[config.mk]
export PLATFORM = sky130hd
export DESIGN_NAME = tlc5957_rx_decoder_flat
export DESIGN_NICKNAME = d
export VERILOG_FILES = /design/src/rtl/tlc5957_rx_if.sv /design/src/rtl/tlc5957_rx_decoder.sv /design/src/flat_wrapper.sv
export SDC_FILE = /design/constraint.sdc
export NUM_CORES = 1
export LEC_CHECK = 0
export BUFFER_PORTS_ARGS = -buffer_cell sky130_fd_sc_hd__buf_2
export CAP_MARGIN = 10
export CELL_PAD_IN_SITES_DETAIL_PLACEMENT = 2
export CELL_PAD_IN_SITES_GLOBAL_PLACEMENT = 2
export CORE_MARGIN = 5
export CORE_UTILIZATION = 25
export DETAILED_ROUTE_END_ITERATION = 8
export HOLD_SLACK_MARGIN = 0.1
export PLACE_DENSITY = 0.66
export RECOVER_POWER = 100
export SETUP_SLACK_MARGIN = 0.5
export SYNTH_ARGS = -nofsm -noshare
export SYNTH_HDL_FRONTEND = slang
export SYNTH_SLANG_ARGS = --single-unit
[constraint.sdc]
create_clock -name clk -period 2.5 [get_ports clk]
set_input_delay 0.125 -clock clk [delete_from_list [all_inputs] [get_ports clk]]
set_output_delay 0.125 -clock clk [all_outputs]
set_load 0.05 [all_outputs]
[src/rtl/tlc5957_rx_if.sv]
// Bundle between a TLC5957 lane (SCLK/LAT/SIN) and its receive-side decoder
// results: grayscale words, function-control words and protocol errors.
interface tlc5957_rx_if #(
  parameter int WORD_BITS = 48
);
  logic                 sclk;
  logic                 lat;
  logic                 sin;
  logic [WORD_BITS-1:0] gs_word;
  logic [3:0]           gs_index;
  logic                 gs_valid;
  logic                 latgs;
  logic [WORD_BITS-1:0] conf_word;
  logic                 conf_valid;
  logic                 fc_enabled;
  logic                 linereset;
  logic                 cmd_err;
  logic [2:0]           err_code;

  modport master (
    output sclk, lat, sin,
    input  gs_word, gs_index, gs_valid, latgs, conf_word, conf_valid,
           fc_enabled, linereset, cmd_err, err_code
  );

  modport slave (
    input  sclk, lat, sin,
    output gs_word, gs_index, gs_valid, latgs, conf_word, conf_valid,
           fc_enabled, linereset, cmd_err, err_code
  );
endinterface

[src/rtl/tlc5957_rx_decoder.sv]
// Rebuilds TLC5957 48-bit shift-register words from a sampled SIN lane and
// decodes the LAT-length commands on each LAT falling edge.
module tlc5957_rx_decoder #(
  parameter int WORD_BITS = 48,
  parameter int GS_WRITES = 9,
  parameter int LAT_CNT_W = 5
) (
  input  logic            clk,
  input  logic            nrst,
  tlc5957_rx_if.slave     bus
);
  localparam logic [5:0]           FULL_BITS = 6'(WORD_BITS);
  localparam logic [5:0]           BIT_MAX   = 6'd63;
  localparam logic [3:0]           LAST_IDX  = 4'(GS_WRITES - 1);
  localparam logic [LAT_CNT_W-1:0] LAT_MAX   = {LAT_CNT_W{1'b1}};

  localparam logic [LAT_CNT_W-1:0] LEN_WRTGS     = LAT_CNT_W'(1);
  localparam logic [LAT_CNT_W-1:0] LEN_LATGS     = LAT_CNT_W'(3);
  localparam logic [LAT_CNT_W-1:0] LEN_WRTFC     = LAT_CNT_W'(5);
  localparam logic [LAT_CNT_W-1:0] LEN_LINERESET = LAT_CNT_W'(7);
  localparam logic [LAT_CNT_W-1:0] LEN_READFC    = LAT_CNT_W'(11);
  localparam logic [LAT_CNT_W-1:0] LEN_FCWRTEN   = LAT_CNT_W'(15);

  localparam logic [2:0] ERR_LEN  = 3'd1;
  localparam logic [2:0] ERR_BITS = 3'd2;
  localparam logic [2:0] ERR_NOFC = 3'd3;
  localparam logic [2:0] ERR_SEQ  = 3'd4;

  logic [WORD_BITS-1:0] sr_r;
  logic [5:0]           bit_cnt_r;
  logic [LAT_CNT_W-1:0] lat_cnt_r;
  logic                 lat_q_r;
  logic [3:0]           idx_r;
  logic                 fall_s;
  logic                 bits_ok_s;

  assign fall_s    = lat_q_r & ~bus.lat;
  assign bits_ok_s = (bit_cnt_r == FULL_BITS);

  // Word assembly, LAT-length counting and command decode on LAT fall.
  always_ff @(posedge clk or negedge nrst) begin
    if (!nrst) begin
      sr_r           <= '0;
      bit_cnt_r      <= 6'd0;
      lat_cnt_r      <= '0;
      lat_q_r        <= 1'b0;
      idx_r          <= 4'd0;
      bus.gs_word    <= '0;
      bus.gs_index   <= 4'd0;
      bus.gs_valid   <= 1'b0;
      bus.latgs      <= 1'b0;
      bus.conf_word  <= '0;
      bus.conf_valid <= 1'b0;
      bus.fc_enabled <= 1'b0;
      bus.linereset  <= 1'b0;
      bus.cmd_err    <= 1'b0;
      bus.err_code   <= 3'd0;
    end else begin
      lat_q_r        <= bus.lat;
      bus.gs_valid   <= 1'b0;
      bus.latgs      <= 1'b0;
      bus.conf_valid <= 1'b0;
      bus.linereset  <= 1'b0;
      bus.cmd_err    <= 1'b0;
      if (bus.sclk) begin
        sr_r <= {sr_r[WORD_BITS-2:0], bus.sin};
      end
      if (fall_s) begin
        // Decode sees the pre-edge sr/counters; a coincident sclk is bit 1.
        lat_cnt_r <= '0;
        bit_cnt_r <= bus.sclk ? 6'd1 : 6'd0;
        case (lat_cnt_r)
          LEN_WRTGS: begin
            bus.fc_enabled <= 1'b0;
            if (idx_r >= LAST_IDX) begin
              bus.cmd_err  <= 1'b1;
              bus.err_code <= ERR_SEQ;
              idx_r        <= 4'd0;
            end else if (!bits_ok_s) begin
              bus.cmd_err  <= 1'b1;
              bus.err_code <= ERR_BITS;
              idx_r        <= idx_r + 4'd1;
            end else begin
              bus.gs_valid <= 1'b1;
              bus.gs_word  <= sr_r;
              bus.gs_index <= idx_r;
              idx_r        <= idx_r + 4'd1;
            end
          end
          LEN_LATGS: begin
            bus.fc_enabled <= 1'b0;
            if (idx_r != LAST_IDX) begin
              bus.cmd_err  <= 1'b1;
              bus.err_code <= ERR_SEQ;
              idx_r        <= 4'd0;
            end else if (!bits_ok_s) begin
              bus.cmd_err  <= 1'b1;
              bus.err_code <= ERR_BITS;
            end else begin
              bus.gs_valid <= 1'b1;
              bus.latgs    <= 1'b1;
              bus.gs_word  <= sr_r;
              bus.gs_index <= idx_r;
              idx_r        <= 4'd0;
            end
          end
          LEN_WRTFC: begin
            if (!bus.fc_enabled) begin
              bus.cmd_err  <= 1'b1;
              bus.err_code <= ERR_NOFC;
            end else if (!bits_ok_s) begin
              bus.cmd_err  <= 1'b1;
              bus.err_code <= ERR_BITS;
            end else begin
              bus.conf_valid <= 1'b1;
              bus.conf_word  <= sr_r;
              bus.fc_enabled <= 1'b0;
            end
          end
          LEN_FCWRTEN: begin
            bus.fc_enabled <= 1'b1;
          end
          LEN_LINERESET: begin
            bus.linereset  <= 1'b1;
            bus.fc_enabled <= 1'b0;
            idx_r          <= 4'd0;
          end
          LEN_READFC: begin
            idx_r <= idx_r;
          end
          default: begin
            bus.cmd_err    <= 1'b1;
            bus.err_code   <= ERR_LEN;
            bus.fc_enabled <= 1'b0;
          end
        endcase
      end else if (bus.sclk) begin
        if (bit_cnt_r != BIT_MAX) begin
          bit_cnt_r <= bit_cnt_r + 6'd1;
        end
        if (bus.lat && (lat_cnt_r != LAT_MAX)) begin
          lat_cnt_r <= lat_cnt_r + LAT_CNT_W'(1);
        end
      end
    end
  end
endmodule

[src/flat_wrapper.sv]
// flat-port wrapper written by rule: the top's interface ports become plain ports
module tlc5957_rx_decoder_flat 
#(
  parameter int WORD_BITS = 48,
  parameter int GS_WRITES = 9,
  parameter int LAT_CNT_W = 5
)
  (clk, nrst, bus_sclk, bus_lat, bus_sin, bus_gs_word, bus_gs_index, bus_gs_valid, bus_latgs, bus_conf_word, bus_conf_valid, bus_fc_enabled, bus_linereset, bus_cmd_err, bus_err_code);
  tlc5957_rx_if #(.WORD_BITS(WORD_BITS)) bus_i ();
  input  logic clk;
  input  logic nrst;
  input wire logic [$bits(bus_i.sclk)-1:0] bus_sclk;
  input wire logic [$bits(bus_i.lat)-1:0] bus_lat;
  input wire logic [$bits(bus_i.sin)-1:0] bus_sin;
  output wire logic [$bits(bus_i.gs_word)-1:0] bus_gs_word;
  output wire logic [$bits(bus_i.gs_index)-1:0] bus_gs_index;
  output wire logic [$bits(bus_i.gs_valid)-1:0] bus_gs_valid;
  output wire logic [$bits(bus_i.latgs)-1:0] bus_latgs;
  output wire logic [$bits(bus_i.conf_word)-1:0] bus_conf_word;
  output wire logic [$bits(bus_i.conf_valid)-1:0] bus_conf_valid;
  output wire logic [$bits(bus_i.fc_enabled)-1:0] bus_fc_enabled;
  output wire logic [$bits(bus_i.linereset)-1:0] bus_linereset;
  output wire logic [$bits(bus_i.cmd_err)-1:0] bus_cmd_err;
  output wire logic [$bits(bus_i.err_code)-1:0] bus_err_code;
  assign bus_i.sclk = bus_sclk;
  assign bus_i.lat = bus_lat;
  assign bus_i.sin = bus_sin;
  assign bus_gs_word = bus_i.gs_word;
  assign bus_gs_index = bus_i.gs_index;
  assign bus_gs_valid = bus_i.gs_valid;
  assign bus_latgs = bus_i.latgs;
  assign bus_conf_word = bus_i.conf_word;
  assign bus_conf_valid = bus_i.conf_valid;
  assign bus_fc_enabled = bus_i.fc_enabled;
  assign bus_linereset = bus_i.linereset;
  assign bus_cmd_err = bus_i.cmd_err;
  assign bus_err_code = bus_i.err_code;
  tlc5957_rx_decoder #(.WORD_BITS(WORD_BITS), .GS_WRITES(GS_WRITES), .LAT_CNT_W(LAT_CNT_W)) u_core (.clk(clk), .nrst(nrst), .bus(bus_i));
endmodule
=== Word level (Yosys, flattened, before mapping) ===
Cells that the tools add are included.

* Add/sub/neg operators: 3
* Multiply operators: 0
* Divide/modulo/power cells: 0
* Magnitude comparators: 1
* Equal/unequal tests: 13
* Shift operators: 0
* Multiplexer cells: 44
* Bitwise operators: 4
* Reduce and logical (&&, ||, !) cells: 14

{| class="wikitable"
|+ Operators by type and width
! cell !! count
|-
| two-way mux 48 bit || 3
|-
| one-hot mux 48 bit (2 select lines) || 1
|-
| two-way mux 4 bit || 6
|-
| two-way mux 1 bit || 18
|-
| two-way mux 6 bit || 3
|-
| two-way mux 5 bit || 3
|-
| two-way mux 3 bit || 4
|-
| one-hot mux 3 bit (4 select lines) || 1
|-
| one-hot mux 4 bit (3 select lines) || 1
|-
| == test 5 x 3 -> 1 bit (second input constant) || 2
|-
| == test 5 x 4 -> 1 bit (second input constant) || 2
|-
| one-hot mux 4 bit (2 select lines) || 1
|-
| AND reduction 2 bit || 4
|-
| AND reduction 4 bit || 2
|-
| nonzero test 2 bit || 4
|-
| adder 6 x 1 -> 6 bit (second input constant) || 1
|-
| == test 6 bit (second input constant) || 1
|-
| inequality test 6 bit (second input constant) || 1
|-
| adder 5 x 1 -> 5 bit (second input constant) || 1
|-
| == test 5 x 1 -> 1 bit (second input constant) || 1
|-
| == test 5 x 2 -> 1 bit (second input constant) || 1
|-
| inequality test 5 bit (second input constant) || 1
|-
| adder 4 x 1 -> 4 bit (second input constant) || 1
|-
| greater-or-equal comparator 4 bit (second input constant) || 1
|-
| other kinds (12) || 15
|}

* Bits in registers: 173
* Latch bits: 0
* RAM bits: 0
* ROM bits: 0
* Bits of input ports: 5
* Output and inout port bits: 109
* Word-level logic and storage cells: 94
* Memories: 0

=== Depth between registers and ports, before layout ===
Gate-level depths: netlist (run 1).

* Depth after elaboration: 5
* Gate-level depth with buffers: 9
* Depth with buffers taken out: 7

=== Least setup slack after synthesis (run 1) ===
No wires, ideal clock.

* Path kind: reg-to-reg
* Start point: register u_core.lat_cnt_r[1]
* End point: register u_core.bus.conf_word[26]
* Setup time: 0.125 ns
* Arrival time: 2.049 ns
* Required time: 2.375 ns
* Path slack: 0.326 ns
* Stages on the path, launching flop included: 10
* Path buffers: 4
* Clock period less this slack: 2.174 ns
* Cells stage by stage: dfrtp_1 > inv_1 > ha_1 > clkbuf_1 > nand4bb_1 > or4_1 > clkbuf_2 > buf_6 > buf_6 > mux2_4

* Longest elaborated chain between the ends: 2

{| class="wikitable"
|+ RTL lines
! item !! RTL line !! text
|-
| start: declaration || tlc5957_rx_decoder.sv:31 || <nowiki>logic [LAT_CNT_W-1:0] lat_cnt_r;</nowiki>
|-
| start signal: assignment || tlc5957_rx_decoder.sv:142 || <nowiki>lat_cnt_r <= lat_cnt_r + LAT_CNT_W'(1);</nowiki>
|-
| == test 5 x 3 -> 1 bit || tlc5957_rx_decoder.sv:72 || <nowiki>case (lat_cnt_r)</nowiki>
|-
| AND reduction 4 bit (no source line) || -- ||
|-
| end signal: assignment || tlc5957_rx_decoder.sv:116 || <nowiki>bus.conf_word <= sr_r;</nowiki>
|-
| end: declaration || tlc5957_rx_if.sv:28 || <nowiki>output gs_word, gs_index, gs_valid, latgs, conf_word, conf_valid,</nowiki>
|}

Every way passes these cells.
A chain may end at the register's enable or synchronous reset.

=== Worst setup path in the final report (run 1) ===
* Start point: register u_core.lat_cnt_r[1]
* End point: register u_core.bus.conf_word[32]

The elaborated chain is that of the path after synthesis.

==> metrics.md, run 1 <==
| Metric | Value |
|---|---|
| Clk slew on worst S/H paths | 80 ps |
| CP arrival | 2540 ps |
| Largest area contributor in the netlist | dfrtp_1 |
| Synthesized net count | between 400 and 500 |
| Area share of the largest cell type after synthesis | 0.624 |
| Synthesized area per cell | 14.8 µm² |
| Site Rows | 61 |
| Total GRT Usage | 0.129 |
| Final min period | 2240 ps |
| Layout cells sized above 1 | 0.343 |
| Top_reg_cell synth | dfrtp_1 |
| Root Buffer | clkbuf_16 |
| Antenna-violating nets left | 0 |
| WL final | approximately 21 mm |
| Vias per cell | 4.45 |
| Top cells by area, synth | dfrtp_1 (62%), mux2_2 (23%), mux2_4 (1.9%) |
| Synth cell types | between 40 and 50 |
| Largest net degree at the start of global routing | 77 |
| Synth top cells by count | dfrtp_1 (173), mux2_2 (141), nor2_1 (14), inv_1 (13), clkbuf_1 (12) |
| First-pass DRT Iterations | 4 |
| Worst-Margin Slew | 1230 ps |
| Sequential share of the synthesized area | 0.624 |
| Final Max Tran Viols | 0 |
| RSZ-0062 raised after global routing | true |
| Setup TNS | 0 ps |
| Tightest hold margin | 215 ps |
| Pre-CTS setup slack | approximately 90 ps |
| Antenna Diode Count | 0 |
| Worst-path fanout max | 6 |
| Clock Latency Late Sink | 430 ps |
| Period utilisation layout | 0.895 |
| Initial antenna violation count | 0 |
| Port bufs | between 100 and 150 |
| Via count | around 4500 |
| Setup violations, final | 0 |
| HPWL Detailed | approximately 12 mm |
| Vias in the first global route | 5172 |
| Area growth syn-to-layout | 31.5% |
| Cell with the most instances after synthesis | dfrtp_1 |
| Die X | approximately 180 µm |
| Final worst slack | 262 ps |
| DRC violations left | 0 |
| Die area | 0.0312 mm² |
| Post-Syn Area | around 0.0069 mm² |
| Fin util | 0.330 |
| Leak | 4.36 nW |
| Final net count | 644 |
| Clock sink count | 173 |
| GPL Wtd Cong | 0.774 |
| #FFs+latches synth | roughly 170 |
| CTS tree | done |
| Fmax | roughly 450 MHz |
| Total CTS buffers | 17 |
| Outcome | finished clean |
| Worst Hold Class | in -> reg |
| CP Capture Type | register |
| Slew Limit Headroom | 0.181 |
| Routed WL per cell | ~20 µm |
| Core Area | 0.0276 mm² |
| Maxcap violations | 0 |
| Total number of yosys warnings | 0 |
| Longest Clk Path Bufs | 2 |
| FFs w/ async S/R, synth | 1.00 |
| Startpoint Class | register |
| Starting Density | 0.251 |
| Worst setup path class | reg -> reg |
| H-Tree Depth | 4 |
| Initial DRC count | 181 |
| Final Hold Vio Count | 0 |
| Worst clock skew | 10.9 ps |
| First-pass GRT wire length | 31.2 mm |
| Syn Inst Count | 470 |
| CP Data Required Time | between 2000 and 3000 ps |
| Pwr Density | 747 mW/mm² |
| Maximum vdd drop | approximately 0.31 mV |
| Grt total ovfl | 0 |
| IO Pins | 114 |
| Die outline height | 177 µm |
| Post-synth EDFFs | 0 |
-- cells in the final DEF (no fill, tap or decap), drive strengths merged, types with 4 or more instances in the layout --
| cell type | n |
|---|---|
| mux2 | 150 |
| nand3 | 11 |
| buf | 38 |
| ha | 8 |
| o211ai | 4 |
| a21oi | 5 |
| nor3 | 4 |
| inv | 21 |
| dlygate4sd3 | 5 |
| clkbuf | 141 |
| clkinv | 5 |
| dfrtp | 173 |
| nand2 | 8 |
| nor2b | 4 |
| o21ai | 9 |
| nor2 | 14 |
-- critical path, cell delays in order (launching register included) --
cell and delay, ps:
dfrtp_1 420, inv_1 120, ha_4 160, nand4bb_1 120
or4_1 560, clkbuf_1 220, buf_12 170, mux2_1 340
-- final timing paths --
path	start	to	slack, ps	depth (start not counted)
setup / recovery	u_core.lat_cnt_r[1]	u_core.bus.conf_word[32]	260	7
hold reg to reg	u_core.bus.gs_word[22]	u_core.bus.gs_word[22]	500	1
setup reg to reg	u_core.lat_cnt_r[1]	u_core.bus.conf_word[32]	260	7
hold / removal	bus_lat	u_core.lat_cnt_r[3]	220	4
max in group asynchronous	nrst	u_core.bus.gs_word[13]	980	3
min in group asynchronous	nrst	u_core.bus.conf_word[40]	490	2
-- per-layer routing --
metal | global-route usage | wire (µm) | vias to the layer above
met4 | 0.0393 | 204 | 0
li1 | - | - | 2011
met3 | 0.0310 | 874 | 17
met2 | 0.222 | 10700 | 97
met5 | 0 | 0 | -
met1 | 0.162 | 9120 | 2420
-- cell families after synthesis --
logic type               after synthesis  synth area share
AND/OR/NAND/NOR                       58            0.0454
flip-flops                           173             0.624
AO/OA/AOI/OAI                         38            0.0370
XOR/XNOR                               3           0.00379
adder cells (fa/ha/maj)                8            0.0144
multiplexers                         152             0.251
buffers and inverters                 38            0.0245
-- power by group --
| group | internal (mW) | total [mW] | leakage [nW] | switching (mW) |
|---|---|---|---|---|
| combinational | 0.402 | 0.788 | 1.75 | 0.386 |
| sequential | 3.07 | 3.39 | 2.34 | 0.324 |
| clock | 1.33 | 2.64 | 0.278 | 1.30 |
| total | 4.80 | 6.82 | 4.36 | 2.01 |
-- sequential cells by signal (all words and copies together), names as in the netlist --
register,count
u_core.bus.latgs,1
u_core.bus.linereset,1
u_core.lat_cnt_r,5
u_core.bus.err_code,3
u_core.bus.conf_valid,1
u_core.lat_q_r,1
u_core.idx_r,4
u_core.bus.gs_word,48
u_core.bus.cmd_err,1
u_core.bus.gs_index,4
u_core.bus.conf_word,48
u_core.bus.gs_valid,1
u_core.sr_r,48
u_core.bit_cnt_r,6
u_core.bus.fc_enabled,1
-- final cells by class --
type | instances | area (µm²)
Clock buffer | 17 | 425
Timing Repair Buffer | 167 | 1170
Fill cell | 2922 | 18500
Sequential cell | 173 | 4340
Clock inverter | 15 | 150
Multi-Input combinational cell | 259 | 2530
Inverter | 13 | 48.8
Tap cell | 378 | 473
-- stage by stage --
stage	power (mW)	cells	area [µm²]
floorplan	3.80	470	6980
global placement	4.05	948	8030
detailed placement	4.13	948	8030
CTS	6.85	1009	9100
global route	7.19	1022	9130
finish	6.82	1022	9130
-- repair_timing --
item / in CTS / in global routing
endpoints found under the hold margin: 107 / 0
hold buffers: 5 / 0
endpoints found under the setup margin: 106 / 110
setup buffers: 16 / 9
pin swaps: 4 / 5
cloned: 8 / 4
resized for setup: 28 / 45
No activity file was read; power rests on OpenSTA's default activity.
==> inputs of run 2 (changes only) <==
--- a/config.mk
+++ b/config.mk
@@ -5,10 +5,11 @@
 export SDC_FILE = /design/constraint.sdc
 export NUM_CORES = 1
 export LEC_CHECK = 0
-export BUFFER_PORTS_ARGS = -buffer_cell sky130_fd_sc_hd__buf_2
+export BUFFER_PORTS_ARGS = -buffer_cell sky130_fd_sc_hd__buf_4
 export CAP_MARGIN = 10
 export CELL_PAD_IN_SITES_DETAIL_PLACEMENT = 2
 export CELL_PAD_IN_SITES_GLOBAL_PLACEMENT = 2
+export CORE_ASPECT_RATIO = 0.8
 export CORE_MARGIN = 5
 export CORE_UTILIZATION = 25
 export DETAILED_ROUTE_END_ITERATION = 8
==> run 2 against run 1 <==
Net effect: the flow now finishes with violations (capacitance limit, slew limit); total power barely moved; die area barely moved; global-route usage rose by 0.055 points; clock power barely moved; wire length fell by 2.5%; non-clock buffer count rose by 6; largest cell class unchanged.
==> metrics.md, run 2 (synthesis gave the netlist of run 1 again) <==
| Metric | Value |
|---|---|
| Outcome | finished with violations |
| Violated checks | capacitance limit, slew limit |
| Port bufs | 113 (unchanged) |
| Final worst slack | 275 ps (+13.2 ps) |
| Worst-Margin Slew | 1660 ps (+430 ps) |
| CP Cell Sequence | inv_1 > ha_1 > nand4_1 > or4_4 > clkbuf_1 > buf_16 > mux2_4 |
| RSZ-0062 raised after global routing | true |
| Layout cells sized above 1 | 0.377 (+0.0338) |
| Final net count | 650 (+0.93%) |
| Root Buffer | clkbuf_16 |
| Setup violations, final | 0 (unchanged) |
| Fin util | 0.334 (+0.00366) |
| Area growth syn-to-layout | 31.4% |
| CP arrival | 2540 ps (about the same) |
| Core Area | 0.0273 mm² (-1.2%) |
| Vias in the first global route | 5199 (+0.52%) |
| Maximum vdd drop | 0.501 mV (+59%) |
| Clock sink count | 173 (unchanged) |
| CTS tree | done |
| Final Hold Vio Count | 0 (unchanged) |
| Total GRT Usage | 0.130 (+0.000549) |
| Slowest stage delay, CP | 560 ps (about the same) |
| Worst-path fanout max | 7 (+1) |
| Initial antenna violation count | 0 (unchanged) |
| Maxcap violations | 1 (+1) |
| First-pass GRT wire length | 31.4 mm (+0.62%) |
| H-Tree Depth | 4 (unchanged) |
| Commonest non-fill, non-tap cell in the layout | dfrtp_1 |
| WL final | 20.3 mm (-2.5%) |
| Die area | 0.0312 mm² (about the same) |
| Slew Limit Headroom | -0.106 (-0.287) |
| Largest net degree at the start of global routing | 63 (-18%) |
| DRC violations left | 0 (unchanged) |
| Final Max Tran Viols | 63 (+63) |
| Delay-heaviest family, CP | simple AND/OR/NAND/NOR gates |
| CP Capture Type | register |
| Most frequent cells in the layout | dfrtp_1 (167), mux2_2 (137), clkbuf_1 (122), buf_4 (24), clkbuf_16 (19) |
| Tightest hold margin | 442 ps (+226 ps) |
| IO Pins | 114 (unchanged) |
| Largest registers | u_core.bus.conf_word (48), u_core.bus.gs_word (48), u_core.sr_r (48) |
| Clock Latency Late Sink | 430 ps (about the same) |
| Period utilisation layout | 0.890 (-0.00527) |
| CP Data Required Time | 2810 ps (about the same) |
| GPL Wtd Cong | 0.785 (+1.3%) |
| Antenna Diode Count | 0 (unchanged) |
| Routed WL per cell | 20.1 µm (-1.7%) |
| Starting Density | 0.254 (+0.00306) |
| Grt total ovfl | 0 (unchanged) |
| Fmax | 449 MHz (+0.59%) |
| Startpoint Class | register |
| Total CTS buffers | 17 (unchanged) |
| Site Rows | 54 (-11%) |
| CP Buf/Inv Count | 3 (unchanged) |
| Clk slew on worst S/H paths | 70 ps (about the same) |
| Setup TNS | 0 ps (unchanged) |
| Worst setup path class | reg -> reg |
| Longest Clk Path Bufs | 2 (unchanged) |
| Die outline height | 159 µm (-10%) |
| Die X | 196 µm (+11%) |
| Pre-CTS setup slack | 260 ps (+170 ps) |
| Worst Hold Class | in -> reg |
| Slowest-stage cell, CP | or4_4 |
| Worst clock skew | 8.63 ps (-2.29 ps) |
| Initial DRC count | 138 (-24%) |
| Final non-filler cell total | 1014 (-0.78%) |
| Final min period | 2230 ps (-13.2 ps) |
| HPWL Detailed | 11.8 mm (-0.28%) |
| Placed insts | 938 (-1.1%) |
| Via count | 4518 (-0.59%) |
| Leak | 4.34 nW (-0.52%) |
| First-pass DRT Iterations | 4 (unchanged) |
| Vias per cell | 4.46 (+0.19%) |
| Pwr Density | 748 mW/mm² (+0.16%) |
| Antenna-violating nets left | 0 (unchanged) |
## run 2: worst register-to-register path, stage by stage (launching register included)
cell and delay [ps]:
dfrtp_1 410, inv_1 70, ha_1 160, nand4_1 130
or4_4 560, clkbuf_1 260, buf_16 220, mux2_4 300
## run 2: path summary, 6_finish.rpt
kind	to	cells past startpoint	startpoint	slack, ps
min in group asynchronous	u_core.bus.conf_word[39]	2	nrst	670
min	u_core.lat_q_r	2	bus_lat	440
max in group asynchronous	u_core.sr_r[19]	3	nrst	560
max	u_core.bus.conf_word[28]	7	u_core.bit_cnt_r[1]	270
max reg2reg	u_core.bus.conf_word[28]	7	u_core.bit_cnt_r[1]	270
min reg2reg	u_core.bus.conf_word[33]	1	u_core.bus.conf_word[33]	500
## run 2: timing repair
item / 4_1_cts / 5_1_grt
setup endpoints to repair: 105 / 110
hold buffers: 3 / 0
pin swaps: 7 / 6
gates resized for setup: 34 / 26
setup buffers: 23 / 6
gates cloned: 10 / 2
hold endpoints to repair: 61 / 0
## run 2: per-layer routing
metal  routed length, µm  vias up  GRT usage
met3                 608       20     0.0303
met2               10200       79      0.218
met5                   0        -          0
met1                9200     2404      0.167
li1                    -     2015          -
met4                 332        0     0.0381
## run 2: area by class of cell
class	instances	area (µm²)
clock buffer	21	470
clock inverter	11	109
fill	2867	18200
inverter	13	48.8
multi-input combinational	259	2540
sequential	173	4340
tap	364	455
timing repair buffer	173	1160
## run 2: power by group
group          total, mW  switching, mW  internal (mW)
Clock               2.64           1.17           1.47
Sequential          3.38          0.305           3.07
Combinational      0.806          0.401          0.405
Total               6.82           1.88           4.94
## run 2: through the flow
stage	area, µm²	power, mW
after global routing	9120	7.19
after global placement	8300	4.06
final	9120	6.82
after detailed placement	8300	4.14
after floorplan	6980	3.80
after CTS	9490	6.91
